--- config.mk ---
export PLATFORM = sky130hd
export DESIGN_NAME = bp_fe_cmd_scheduler
export DESIGN_NICKNAME = d
export VERILOG_FILES = /design/src/rtl/bp_fe_cmd_scheduler.sv
export SDC_FILE = /design/constraint.sdc
export NUM_CORES = 1
export LEC_CHECK = 0
export ABC_AREA = 1
export BUFFER_PORTS_ARGS = -buffer_cell sky130_fd_sc_hd__buf_2
export CELL_PAD_IN_SITES_DETAIL_PLACEMENT = 1
export CELL_PAD_IN_SITES_GLOBAL_PLACEMENT = 2
export CORE_MARGIN = 4
export CORE_UTILIZATION = 30
export CTS_BUF_LIST = sky130_fd_sc_hd__clkbuf_2 sky130_fd_sc_hd__clkbuf_4 sky130_fd_sc_hd__clkbuf_8
export CTS_CLUSTER_DIAMETER = 50
export DETAILED_ROUTE_END_ITERATION = 7
export PLACE_DENSITY = 0.63
export SYNTH_ARGS = -nofsm -noshare
export SYNTH_HDL_FRONTEND = slang
export SYNTH_SLANG_ARGS = --single-unit
--- constraint.sdc ---
create_clock -name clk_i -period 4.9 [get_ports clk_i]
set_input_delay 0.98 -clock clk_i [delete_from_list [all_inputs] [get_ports clk_i]]
set_output_delay 0.98 -clock clk_i [all_outputs]
set_load 0.03 [all_outputs]
--- src/rtl/bp_fe_cmd_scheduler.sv ---
// FE command scheduler: control and attaboy FIFOs feeding one valid/yumi port, control first, bounded attaboy starvation.
// Define BP_FE_SCHED_ATTABOY_FLUSH_EN to also flush queued attaboys when a PC redirect is dequeued.

module bp_fe_cmd_fifo #(
  parameter int width_p = 32,
  parameter int els_p   = 4
) (
  input  logic               clk_i,
  input  logic               reset_n_i,
  input  logic               clear_i,
  input  logic               enq_i,
  input  logic [width_p-1:0] data_i,
  input  logic               deq_i,
  output logic [width_p-1:0] data_o,
  output logic               full_o,
  output logic               empty_o
);
  localparam int ptr_w = $clog2(els_p);

  logic [width_p-1:0] mem [els_p];
  logic [ptr_w-1:0]   rptr_r, wptr_r;
  logic               rwrap_r, wwrap_r;

  assign full_o  = (rptr_r == wptr_r) && (rwrap_r != wwrap_r);
  assign empty_o = (rptr_r == wptr_r) && (rwrap_r == wwrap_r);
  assign data_o  = mem[rptr_r];

  // clear wins over a same-cycle enqueue, which is dropped
  always_ff @(posedge clk_i or negedge reset_n_i) begin
    if (!reset_n_i) begin
      rptr_r  <= '0;
      wptr_r  <= '0;
      rwrap_r <= 1'b0;
      wwrap_r <= 1'b0;
    end else if (clear_i) begin
      rptr_r  <= '0;
      wptr_r  <= '0;
      rwrap_r <= 1'b0;
      wwrap_r <= 1'b0;
    end else begin
      if (enq_i) begin
        if (wptr_r == ptr_w'(els_p - 1)) begin
          wptr_r  <= '0;
          wwrap_r <= ~wwrap_r;
        end else begin
          wptr_r <= wptr_r + ptr_w'(1);
        end
      end
      if (deq_i) begin
        if (rptr_r == ptr_w'(els_p - 1)) begin
          rptr_r  <= '0;
          rwrap_r <= ~rwrap_r;
        end else begin
          rptr_r <= rptr_r + ptr_w'(1);
        end
      end
    end
  end

  always_ff @(posedge clk_i) begin
    if (enq_i) mem[wptr_r] <= data_i;
  end
endmodule

// Command width is given directly; the opcode occupies the low 4 bits of a command.
module bp_fe_cmd_scheduler #(
  parameter int fe_cmd_width_p   = 32,
  parameter int ctrl_els_p       = 4,
  parameter int attaboy_els_p    = 8,
  parameter int attaboy_starve_p = 4
) (
  input  logic                      clk_i,
  input  logic                      reset_n_i,
  input  logic [fe_cmd_width_p-1:0] ctrl_cmd_i,
  input  logic                      ctrl_v_i,
  output logic                      ctrl_ready_and_o,
  input  logic [fe_cmd_width_p-1:0] attaboy_cmd_i,
  input  logic                      attaboy_v_i,
  output logic                      attaboy_ready_and_o,
  output logic [fe_cmd_width_p-1:0] fe_cmd_o,
  output logic                      fe_cmd_v_o,
  input  logic                      fe_cmd_yumi_i,
  output logic                      ctrl_empty_o
);
  localparam logic [3:0] e_op_state_reset    = 4'd0;
  localparam logic [3:0] e_op_pc_redirection = 4'd1;
  localparam int starve_w = (attaboy_starve_p == 0) ? 1 : $clog2(attaboy_starve_p + 1);
  localparam logic [starve_w-1:0] starve_max = starve_w'(attaboy_starve_p);

  logic [fe_cmd_width_p-1:0] ctrl_data, atb_data;
  logic ctrl_full, ctrl_empty, atb_full, atb_empty;
  logic ctrl_enq, atb_enq, ctrl_deq, atb_deq, atb_flush;
  logic starve_hit, sel_fresh, sel_attaboy;
  logic [starve_w-1:0] starve_r;
  logic hold_r, sel_attaboy_r;

  assign ctrl_ready_and_o    = reset_n_i & ~ctrl_full;
  assign attaboy_ready_and_o = reset_n_i & ~atb_full;
  assign ctrl_enq            = ctrl_v_i & ctrl_ready_and_o;
  assign atb_enq             = attaboy_v_i & attaboy_ready_and_o;
  assign ctrl_empty_o        = ctrl_empty;

  // a command left waiting (valid, no yumi) keeps its queue selected next cycle
  assign starve_hit  = (attaboy_starve_p != 0) && (starve_r == starve_max);
  assign sel_fresh   = ~atb_empty & (ctrl_empty | starve_hit);
  assign sel_attaboy = hold_r ? sel_attaboy_r : sel_fresh;

  assign fe_cmd_v_o = ~ctrl_empty | ~atb_empty;
  assign fe_cmd_o   = sel_attaboy ? atb_data : ctrl_data;

  assign ctrl_deq = fe_cmd_yumi_i & ~sel_attaboy & ~ctrl_empty;
  assign atb_deq  = fe_cmd_yumi_i &  sel_attaboy & ~atb_empty;

`ifdef BP_FE_SCHED_ATTABOY_FLUSH_EN
  assign atb_flush = ctrl_deq & ((ctrl_data[3:0] == e_op_state_reset)
                               | (ctrl_data[3:0] == e_op_pc_redirection));
`else
  assign atb_flush = ctrl_deq & (ctrl_data[3:0] == e_op_state_reset);
`endif

  bp_fe_cmd_fifo #(.width_p(fe_cmd_width_p), .els_p(ctrl_els_p)) ctrl_fifo (
    .clk_i     (clk_i),
    .reset_n_i (reset_n_i),
    .clear_i   (1'b0),
    .enq_i     (ctrl_enq),
    .data_i    (ctrl_cmd_i),
    .deq_i     (ctrl_deq),
    .data_o    (ctrl_data),
    .full_o    (ctrl_full),
    .empty_o   (ctrl_empty)
  );

  bp_fe_cmd_fifo #(.width_p(fe_cmd_width_p), .els_p(attaboy_els_p)) atb_fifo (
    .clk_i     (clk_i),
    .reset_n_i (reset_n_i),
    .clear_i   (atb_flush),
    .enq_i     (atb_enq),
    .data_i    (attaboy_cmd_i),
    .deq_i     (atb_deq),
    .data_o    (atb_data),
    .full_o    (atb_full),
    .empty_o   (atb_empty)
  );

  always_ff @(posedge clk_i or negedge reset_n_i) begin
    if (!reset_n_i) begin
      starve_r      <= '0;
      hold_r        <= 1'b0;
      sel_attaboy_r <= 1'b0;
    end else begin
      hold_r        <= fe_cmd_v_o & ~fe_cmd_yumi_i;
      sel_attaboy_r <= sel_attaboy;
      if (atb_empty | atb_deq | atb_flush)
        starve_r <= '0;
      else if (ctrl_deq && (starve_r != starve_max))
        starve_r <= starve_r + starve_w'(1);
    end
  end
endmodule
==> results of run 1 <==
==> where the power goes <==
group / internal, W / leakage (nW) / total (W) / switching, W
registers: 0.00413 / 3.71 / 0.00429 / 0.000162
clock network: 0.00160 / 0.683 / 0.00291 / 0.00131
logic: 0.00110 / 2.09 / 0.00427 / 0.00317
==> stage by stage <==
step                setup slack, ps  cell area, sq um  hold slack [ps]
global route                  361.5             18740            350.4
finish                        594.5             18750            346.9
global placement               1244             17440            484.1
CTS                           539.3             18740            303.2
floorplan                      1471             16030            462.7
detailed placement             1231             17440            488.5
==> state kept, by name, indices dropped and copies added (netlist names) <==
signal and count:
atb_fifo.rptr_r 3, ctrl_fifo.wptr_r 2, atb_fifo.wptr_r 3, sel_attaboy_r 1
starve_r 3, hold_r 1, ctrl_fifo.mem 128, atb_fifo.mem 256
ctrl_fifo.wwrap_r 1, atb_fifo.rwrap_r 1, ctrl_fifo.rptr_r 2, ctrl_fifo.rwrap_r 1
atb_fifo.wwrap_r 1
==> critical path: cells and delay by family, from the launching register on <==
| family | cells | cell delay (ps) |
|---|---|---|
| AO/OA/AOI/OAI | 1 | 330 |
| buffers and inverters | 3 | 850 |
| AND/OR/NAND/NOR | 6 | 780 |
| flip-flops | 1 | 750 |
==> routing by layer <==
metal,global-route usage,vias up
li1,-,4852
met1,0.2206,5230
met2,0.2546,195
met3,0.03523,65
met4,0.04872,8
met5,0,-
==> area by class of cell <==
cell class	count	area share
Antenna cell	5	0.0006673
Multi-Input combinational cell	740	0.1947
Tap cell	688	0.04591
Clock inverter	20	0.006540
Inverter	36	0.007274
Clock buffer	96	0.06280
Timing Repair Buffer	133	0.04137
Sequential cell	403	0.6407
==> logic make-up (layout without fill, tap and decap cells) <==
logic type	after synthesis	in the layout	synth area share
compound gates	330	330	0.1127
xor+xnor	3	3	0.002107
fa+ha+maj	11	11	0.008584
buf+inv	112	285	0.02911
flops	403	403	0.7488
other cells	0	5	0
simple gates	396	396	0.09871
==> cells in the final DEF (no fill, tap or decap), drive strengths merged, types with 3 or more instances in the layout <==
cell type  netlist  final
clkinv           0     16
nand3           16     16
dfrtp           19     19
o22ai           92     92
nand4            6      6
buf             23    133
ha              11     11
o21ai          194    194
diode            0      5
edfxtp         384    384
clkbuf          53     96
a31oi           32     32
nand2          142    142
clkinvlp         0      3
inv             36     36
a21oi           12     12
nor2           232    232
==> worst paths after layout <==
check                                            to  cells after the start          startpoint  slack, ps
worst max-delay path                   fe_cmd_o[25]                     10  atb_fifo.rptr_r[0]        590
worst min-delay path                    starve_r[2]                      1           reset_n_i        350
worst max register to register  atb_fifo.mem[2][22]                     11  atb_fifo.rptr_r[0]       1940
worst min register to register    ctrl_fifo.wwrap_r                      1   ctrl_fifo.wwrap_r        490
max in group asynchronous        atb_fifo.rptr_r[0]                      1           reset_n_i       4170
min in group clk_i                ctrl_fifo.wwrap_r                      1   ctrl_fifo.wwrap_r        490
==> flow_metrics.py, run 1 <==
metrics = {
    "critical_path": {
        "cpMostUsedCell": "nand2_1",
        "critPathKind": "reg -> out",
        "critPathCaptureType": "primary output",
        "cp_slowest_cell": "dfrtp_4",
        "required_ps": 3920,
        "path_cells": "clkinv_2 > nand2_1 > nand2_1 > nand4_2 > nand3_4 > nand2_2 > buf_4 > nor2_1 > a31oi_1 > buf_2",
        "startpoint_type": "register",
        "path_max_fanout": 49,
        "arrival_ps": 3330,
        "slowest_delay_ps": 750,
    },
    "sta": {
        "hold_violations": 0,
        "tns_ps": 0,
        "rsz0062_at_grt": "false",
        "skew_ps": 15.78,
        "relSlewSlack": 0.4547,
        "setup_viol": 0,
        "maxSlewViolCount": 0,
        "fmaxAchievable_mhz": 232.3,
        "post-route-min-period_ps": 4306,
        "fin_crit_sh": 0.8787,
        "tightest_slew_ps": 817.9,
    },
    "detailed_routing": {
        "firstDrtPassIters": 4,
        "top_layer": "met5",
        "routed-wl-met2_mm": 21.46,
        "wire_per_inst_um": 21.70,
        "vias": 10350,
        "drt_iter0_drc": 583,
        "routed-wl-met3_mm": 2.414,
        "antenna_left": 0,
        "wirelength_mm": 46.02,
        "drc": 0,
        "wl_met1_mm": 21.29,
        "via_per_inst": 4.880,
    },
    "logic_synthesis": {
        "syn_nets": 1335,
        "syn-mean-instance-area_sq_um": 12.78,
        "yosys.cell_types.count": 28,
        "yosysMostFrequentCell": "edfxtp_1",
        "synth_edf_count": 384,
        "synth_area_leaders": "edfxtp_1 72%, o21ai_0 5.9%, nor2_1 5.4%",
        "ys.flop_type": "edfxtp_1",
        "synth_area_sq_um": 16030,
        "yosysSeqAreaShare": 0.7488,
        "async_flop_share": 0.04715,
        "syn_inst": 1255,
        "yosys-top-cells-count": "384 x edfxtp_1, 230 x nor2_1, 188 x o21ai_0, 137 x nand2_1, 92 x o22ai_1",
        "synth_area_leader_cell": "edfxtp_1",
        "ys_warn_count": 0,
        "ys_ff_latch": 403,
        "yosysTopAreaCellShare": 0.7192,
    },
    "layout": {
        "area_growth_pct": 16.93,
        "final_core_util": 0.3554,
        "regArea_sq_um": 12010,
        "drive_gt1_frac": 0.1884,
        "fill_cells": 5663,
        "multi_input_comb_area_sq_um": 3651,
        "instances_no_fill": 2121,
        "nNetsFinal": 1464,
    },
    "global_routing": {
        "grt_antenna_before_repair": 9,
        "overflow": 0,
        "grt_pass1_vias": 10646,
        "grt_usage": 0.1599,
        "grt_max_degree": 130,
        "grt_pass1_wl_mm": 68.48,
    },
    "clock_tree": {
        "cts_tree": "built",
        "cts_setup_buffers": 0,
        "cts_resized": 0,
        "cts_max_level": 3,
        "clock-sinks": 403,
        "cts_root_buf": "clkbuf_8",
        "clock_latency_ps": 600,
        "cts.clk_slew.worst_paths_ps": 60,
        "ctsHoldBuffers": 0,
        "cts_buffers": 70,
        "clock_path_buffers": 3,
    },
    "place": {
        "dp.cells": 2000,
        "gp_congestion": 0.7268,
        "hpwl_mm": 27.52,
        "portBuffers": 104,
    },
    "pwr": {
        "power_w": 0.01147,
        "ir_worst_vdd_uv": 301.7,
        "leakagePower_nw": 6.476,
        "powerDensity_nw_per_um2": 611.9,
    },
    "die": {
        "dieArea_sq_um": 57210,
        "start_util": 0.3039,
        "coreArea_sq_um": 52760,
        "die-height_um": 239.2,
        "io_pins": 105,
        "core.rowCount": 84,
        "die_x_um": 239.2,
    },
    "run": {
        "maxCapViolCount": 0,
    },
    "min_path": {
        "hp-class": "in -> async",
    },
    "status": {
        "status": "complete, no violations",
    },
}
Power figures use the tool's default switching activity.
==> run 2: changes to the inputs <==
--- a/config.mk
+++ b/config.mk
@@ -14,7 +14,8 @@
 export CTS_BUF_LIST = sky130_fd_sc_hd__clkbuf_2 sky130_fd_sc_hd__clkbuf_4 sky130_fd_sc_hd__clkbuf_8
 export CTS_CLUSTER_DIAMETER = 50
 export DETAILED_ROUTE_END_ITERATION = 7
-export PLACE_DENSITY = 0.63
+export PLACE_DENSITY = 0.66
 export SYNTH_ARGS = -nofsm -noshare
 export SYNTH_HDL_FRONTEND = slang
+export SYNTH_HIERARCHICAL = 1
 export SYNTH_SLANG_ARGS = --single-unit
==> run 2 against run 1 <==
  * Critical path depth up 1
  * Design area up 10%
  * Setup slack better by 120 ps
  * First-iteration DRC count down 8.9%
  * Global-route usage about the same
  * Via count up 17%
  * Register-to-register slack worse by 380 ps
  * Count of clock-buffer cells in the layout up 4
  * Fmax up 3.0%
  * Highest routed layer unchanged
  * Wire length up 10%
  * Clock skew up 11 ps
  * Combinational power down 8.4%
==> flow_metrics.py, run 2 <==
metrics = {
    "layout": {
        "area_growth_pct": 15.41,
        "layout_common_cells": "729 x nand2_1, 384 x edfxtp_1, 314 x inv_1",
        "reg.largest.list": "atb_fifo/mem (256), ctrl_fifo/mem (128)",
        "mostFrequentLayoutCell": "nand2_1",
        "largest_register_ffs": 256,
        "nNetsFinal": 2025,
        "regMostFlops": "atb_fifo/mem",
        "final_core_util": 0.3499,
        "drive_gt1_frac": 0.1319,
    },
    "logic_synthesis": {
        "synthAdderAreaFrac": 0.007676,
        "ys.flop_type": "edfxtp_1",
        "synth-simple-area-share": 0.2212,
        "synthXorXnorAreaFrac": 0.003908,
        "synth_edf_count": 384,
        "synth_top_family_by_area": "simple AND/OR/NAND/NOR gates",
        "ys_ff_latch": 403,
        "muxShareOfSynthArea": 0,
        "synth_compound_area_frac": 0.006141,
        "synth_area_leader_cell": "edfxtp_1",
        "yosys-top-cells-count": "729 x nand2_1, 384 x edfxtp_1, 315 x inv_1, 173 x nand3_1, 48 x buf_2",
        "yosysSeqAreaShare": 0.6696,
        "async_flop_share": 0.04715,
        "syn-mean-instance-area_sq_um": 9.900,
        "yosysTopAreaCellShare": 0.6431,
        "synth_area_sq_um": 17930,
        "yosysMostFrequentCell": "nand2_1",
        "synth_area_leaders": "edfxtp_1 64%, nand2_1 15%, inv_1 6.6%",
        "ys_warn_count": 6,
        "yosys.cell_types.count": 29,
        "syn_inst": 1811,
    },
    "clock_tree": {
        "cts_resized": 0,
        "cts_max_level": 3,
        "cts_setup_buffers": 0,
        "clock-sinks": 403,
        "cts.clk_slew.worst_paths_ps": 60,
        "cts_tree": "built",
        "clock_path_buffers": 3,
        "ctsHoldBuffers": 0,
        "cts_buffers": 74,
        "cts_root_buf": "clkbuf_8",
        "clock_latency_ps": 640,
    },
    "sta": {
        "skew_ps": 26.71,
        "maxSlewViolCount": 0,
        "tns_ps": 0,
        "setup_viol": 0,
        "tightest_slew_ps": 988.4,
        "relSlewSlack": 0.3411,
        "rsz0062_at_grt": "false",
        "fmaxAchievable_mhz": 239.2,
        "post-route-min-period_ps": 4181,
        "hold_violations": 0,
        "fin_crit_sh": 0.8533,
    },
    "pwr": {
        "powerDensity_nw_per_um2": 532.8,
        "switching_power_w": 0.004395,
        "p_seq_frac": 0.371,
        "leakagePower_nw": 9.244,
        "ir_worst_vdd_uv": 377.5,
        "pwr-share-clk": 0.274,
        "switching_share": 0.3987,
        "combPwrFrac": 0.354,
        "p_int_w": 0.006629,
    },
    "detailed_routing": {
        "drt_iter0_drc": 531,
        "wire_per_inst_um": 18.32,
        "via_per_inst": 4.377,
        "antenna_left": 0,
        "vias": 12115,
        "drc": 0,
        "firstDrtPassIters": 4,
        "wirelength_mm": 50.72,
    },
    "die": {
        "coreArea_sq_um": 59130,
        "die_x_um": 252.5,
        "dieArea_sq_um": 63740,
        "start_util": 0.3032,
        "io_pins": 105,
        "core.rowCount": 89,
        "die-height_um": 252.5,
    },
    "critical_path": {
        "path_cells": "buf_4 > xnor2_1 > nand3_1 > nor2_1 > nor2_1 > nand2_1 > nand2_2 > inv_2 > nand2_1 > nand2_1 > buf_2",
        "cp_slowest_cell": "inv_2",
        "startpoint_type": "register",
        "critical_path_buf_inv_count": 3,
        "reg2reg_from": "atb_fifo/rptr_r[2]",
        "required_ps": 3920,
        "critPathCaptureType": "primary output",
        "arrival_ps": 3200,
        "critPathKind": "reg -> out",
        "path_max_fanout": 35,
        "cpMostUsedCell": "nand2_1",
        "r2r_slack_ps": 1560,
        "path_delay_family": "buffers and inverters",
        "rr_worst_depth": 9,
        "r2r_end": "atb_fifo/mem[5][9]",
        "slowest_delay_ps": 500,
    },
    "place": {
        "gp_congestion": 0.7495,
        "hpwl_mm": 32.04,
        "portBuffers": 104,
    },
    "global_routing": {
        "grt_max_degree": 118,
        "grt_antenna_before_repair": 3,
        "grt_pass1_wl_mm": 77.03,
        "grt_pass1_vias": 12773,
        "grt_usage": 0.1595,
        "overflow": 0,
    },
    "status": {
        "status": "complete, no violations",
    },
    "min_path": {
        "hp-class": "in -> async",
    },
    "run": {
        "maxCapViolCount": 0,
    },
}
-- run 2: worst max path at each step --
stage | start | to | cells past startpoint | slack (ps)
4_1_cts | atb_fifo/rptr_r[2] | fe_cmd_o[20] | 11 | 580
6_report | atb_fifo/rptr_r[2] | fe_cmd_o[20] | 11 | 720
5_1_grt | ctrl_fifo/rptr_r[0] | fe_cmd_o[1] | 13 | 430
3_5_place_dp | atb_fifo/rptr_r[2] | fe_cmd_o[20] | 11 | 1310
3_3_place_gp | reset_n_i | atb_fifo/mem[5][30] | 7 | 1440
2_1_floorplan | reset_n_i | atb_fifo/mem[1][0] | 4 | 1400
-- run 2: layout make-up --
type | instances | area [sq um]
timing repair buffer | 133 | 800.8
inverter | 319 | 1201
clock buffer | 100 | 1232
sequential | 403 | 12010
antenna | 1 | 2.502
multi-input combinational | 1014 | 4355
tap | 773 | 967.2
clock inverter | 25 | 120.1
fill | 6670 | 38440
-- run 2: per-stage QoR --
stage	instance area [sq um]	setup slack (ps)	power, W	cells	hold slack (ps)
after floorplan	17940	1398	0.006733	1813	506.1
after detailed placement	19340	1314	0.008206	2642	559.6
final	20690	718.7	0.01102	2768	326.6
after global placement	19340	1443	0.008157	2642	535.1
after CTS	20690	583.3	0.01129	2767	274.6
after global routing	20690	434.6	0.01180	2768	327.6
-- run 2: cells by family after synthesis --
family	count (synthesis)
other	1
buffers and inverters	396
flip-flops	403
XOR/XNOR	8
AO/OA/AOI/OAI	21
adder cells (fa/ha/maj)	11
AND/OR/NAND/NOR	971
-- run 2: layer usage --
layer | GRT usage | vias to the layer above | part of all wire
met3 | 0.02850 | 73 | 0.035
met1 | 0.2066 | 5896 | 0.45
met2 | 0.2710 | 179 | 0.49
met4 | 0.05499 | 4 | 0.024
met5 | 0 | - | 0.00035
li1 | - | 5963 | -
-- run 2: power groups by stage --
stage / combinational [W] / clock (W) / sequential [W]
after floorplan: 0.00258 / 0 / 0.00415
after global placement: 0.00400 / 0 / 0.00416
after detailed placement: 0.00404 / 0 / 0.00416
after CTS: 0.00405 / 0.00314 / 0.00410
after global routing: 0.00438 / 0.00331 / 0.00411
final: 0.00391 / 0.00302 / 0.00409
==> run 3: changes to the inputs <==
--- a/config.mk
+++ b/config.mk
@@ -5,7 +5,6 @@
 export SDC_FILE = /design/constraint.sdc
 export NUM_CORES = 1
 export LEC_CHECK = 0
-export ABC_AREA = 1
 export BUFFER_PORTS_ARGS = -buffer_cell sky130_fd_sc_hd__buf_2
 export CELL_PAD_IN_SITES_DETAIL_PLACEMENT = 1
 export CELL_PAD_IN_SITES_GLOBAL_PLACEMENT = 2
@@ -14,7 +13,8 @@
 export CTS_BUF_LIST = sky130_fd_sc_hd__clkbuf_2 sky130_fd_sc_hd__clkbuf_4 sky130_fd_sc_hd__clkbuf_8
 export CTS_CLUSTER_DIAMETER = 50
 export DETAILED_ROUTE_END_ITERATION = 7
-export PLACE_DENSITY = 0.66
+export PLACE_DENSITY = 0.57
+export SKIP_CTS_REPAIR_TIMING = 1
 export SYNTH_ARGS = -nofsm -noshare
 export SYNTH_HDL_FRONTEND = slang
 export SYNTH_HIERARCHICAL = 1
==> run 3 against run 2 <==
  * Power down 6.7%
  * Synthesized cell count fell by 61%
  * Via count fell by 39%
  * Sequential share of layout area up 5.9 points
  * Wire length fell by 27%
  * Clock skew is 12 ps lower
  * Critical endpoint is now fe_cmd_o[22]
  * Largest power group unchanged
  * Highest routed layer is now met4
==> flow_metrics.py, run 3 <==
metrics = {
    "logic_synthesis": {
        "yosys.cell_types.count": 39,
        "ys_warn_count": 6,
        "ys_ff_latch": 403,
        "yosysTopAreaCellShare": 0.7229,
        "synth_area_leaders": "edfxtp_1 72%, mux4_2 11%, mux2_2 4.4%",
        "synth_edf_count": 384,
        "yosysMostFrequentCell": "edfxtp_1",
        "yosys-top-cells-count": "384 x edfxtp_1, 80 x mux4_2, 62 x mux2_2, 19 x dfrtp_1, 17 x nor2_1",
        "synth_area_sq_um": 15950,
        "ys.flop_type": "edfxtp_1",
        "syn_inst": 701,
        "async_flop_share": 0.04715,
        "syn-mean-instance-area_sq_um": 22.75,
        "synth_area_leader_cell": "edfxtp_1",
        "yosysSeqAreaShare": 0.7527,
    },
    "critical_path": {
        "path_cells": "xor2_1 > nor3b_1 > a21oi_2 > o31ai_4 > buf_4 > mux2_2 > buf_2",
        "cp_slowest_cell": "dfrtp_4",
        "critPathKind": "reg -> out",
        "path_max_fanout": 17,
        "slowest_delay_ps": 630,
        "required_ps": 3920,
        "critPathCaptureType": "primary output",
        "startpoint_type": "register",
        "arrival_ps": 3290,
    },
    "layout": {
        "fill_cells": 5130,
        "nNetsFinal": 960,
        "largest_register_ffs": 256,
        "reg.largest.list": "atb_fifo/mem (256), ctrl_fifo/mem (128)",
        "drive_gt1_frac": 0.4375,
        "instances_no_fill": 1618,
        "postLayoutCellArea_sq_um": 18810,
        "area_growth_pct": 17.92,
        "layout_common_cells": "384 x edfxtp_1, 104 x buf_2, 80 x mux4_2",
        "regMostFlops": "atb_fifo/mem",
        "mostFrequentLayoutCell": "edfxtp_1",
    },
    "die": {
        "coreArea_sq_um": 52550,
        "start_util": 0.3035,
        "io_pins": 105,
        "die_x_um": 238.6,
        "dieArea_sq_um": 56920,
        "core.rowCount": 84,
        "die-height_um": 238.6,
    },
    "detailed_routing": {
        "via_per_inst": 4.597,
        "antenna_left": 0,
        "drt_iter0_drc": 301,
        "firstDrtPassIters": 4,
        "drc": 0,
        "wire_per_inst_um": 22.90,
        "vias": 7438,
        "wirelength_mm": 37.05,
    },
    "clock_tree": {
        "cts_tree": "built",
        "cts.clk_slew.worst_paths_ps": 60,
        "clock_latency_ps": 610,
        "cts_root_buf": "clkbuf_8",
        "clock-sinks": 403,
        "cts_buffers": 72,
        "clock_path_buffers": 3,
        "cts_max_level": 3,
    },
    "min_path": {
        "hp-class": "in -> async",
    },
    "pwr": {
        "ir_worst_vdd_uv": 317.9,
        "leakagePower_nw": 6.212,
        "powerDensity_nw_per_um2": 546.7,
    },
    "place": {
        "hpwl_mm": 22.71,
        "gp_congestion": 0.6756,
        "portBuffers": 104,
        "dp.cells": 1494,
        "placed_area_sq_um": 17430,
        "pre_cts_ws_ps": 1051,
    },
    "sta": {
        "tightest_slew_ps": 888.3,
        "relSlewSlack": 0.4064,
        "fmaxAchievable_mhz": 234.0,
        "fin_crit_sh": 0.8723,
        "maxSlewViolCount": 0,
        "fin_ws_ps": 625.8,
        "hold_violations": 0,
        "tns_ps": 0,
        "post-route-min-period_ps": 4274,
        "setup_viol": 0,
        "rsz0062_at_grt": "false",
        "skew_ps": 14.78,
    },
    "global_routing": {
        "grt_max_degree": 45,
        "grt_pass1_vias": 8401,
        "grt_usage": 0.1331,
        "grt_pass1_wl_mm": 55.86,
        "overflow": 0,
        "grt_antenna_before_repair": 4,
    },
    "run": {
        "maxCapViolCount": 0,
    },
    "status": {
        "status": "complete, no violations",
    },
}
-- run 3: cell count changes in the layout (fill, tap and decap cells not counted), sizes merged, moves of 7 or more --
cell	before	now
nand2	730	6
mux2	0	64
or2	36	0
inv	322	5
mux4	0	96
nand3	173	1
mux2i	0	7
nor2	27	17
o21ai	13	0
-- run 3: area by class of cell --
| cell class | instances | area, sq um | area share |
|---|---|---|---|
| flip-flops and latches | 403 | 12020 | 0.6391 |
| well taps | 688 | 860.8 | 0.04577 |
| diodes | 2 | 5.005 | 0.0002661 |
| clock buffers | 94 | 1169 | 0.06213 |
| multi-input cells | 265 | 3750 | 0.1994 |
| repair buffers | 134 | 783.3 | 0.04164 |
| clock inverters | 28 | 206.4 | 0.01098 |
| inverters | 4 | 15.01 | 0.0007982 |
-- run 3: final timing paths --
kind	from	end	slack, ps	cells past startpoint
setup / recovery	ctrl_fifo/rptr_r[0]	fe_cmd_o[22]	630	7
hold / removal	reset_n_i	atb_fifo/rwrap_r	260	1
setup reg to reg	atb_fifo/rptr_r[2]	atb_fifo/mem[4][16]	1480	7
hold reg to reg	atb_fifo/wwrap_r	atb_fifo/wwrap_r	580	2
max in group asynchronous	reset_n_i	atb_fifo/rptr_r[2]	4160	2
min in group clk_i	atb_fifo/wwrap_r	atb_fifo/wwrap_r	580	2
-- run 3: worst max-delay path: cells and delay by family (launching register included) --
kind	cells	cell delay, ps
AOI/OAI and AO/OA	2	300
muxes	1	380
DFF	1	630
xor gates and xnor gates	1	220
and+or+nand+nor	1	600
buffers and inverters	2	520
-- run 3: layer usage --
metal  track usage  wire (um)  up-vias
met4       0.04556        757        0
met5             0          0        -
met1        0.1733      16170     3929
met2        0.2209      18510      149
met3       0.03080       1615       53
li1              -          -     3307
-- run 3: through the flow --
stage	utilization	hold WS, ps	power (W)
after detailed placement	0.3317	578.6	0.007412
final	0.3579	256.5	0.01028
after CTS	0.3578	189.5	0.01053
after global placement	0.3317	565.1	0.007411
after floorplan	-	539.6	0.006486
after global routing	0.3578	221.1	0.01086
-- run 3: cells by family after synthesis --
family,share of synthesized area
xor+xnor,0.006040
other cells,0.0002351
simple gates,0.01828
mux,0.1889
flops,0.7527
fa+ha+maj,0.008629
buf+inv,0.01710
compound gates,0.008080
-- run 3: where the power goes --
part	total [W]	internal, W	leakage, nW	switching (W)
clock	0.00304	0.00170	0.716	0.00134
sequential	0.00422	0.00403	3.71	0.000193
combinational	0.00302	0.00133	1.78	0.00169
total	0.0103	0.00706	6.21	0.00322
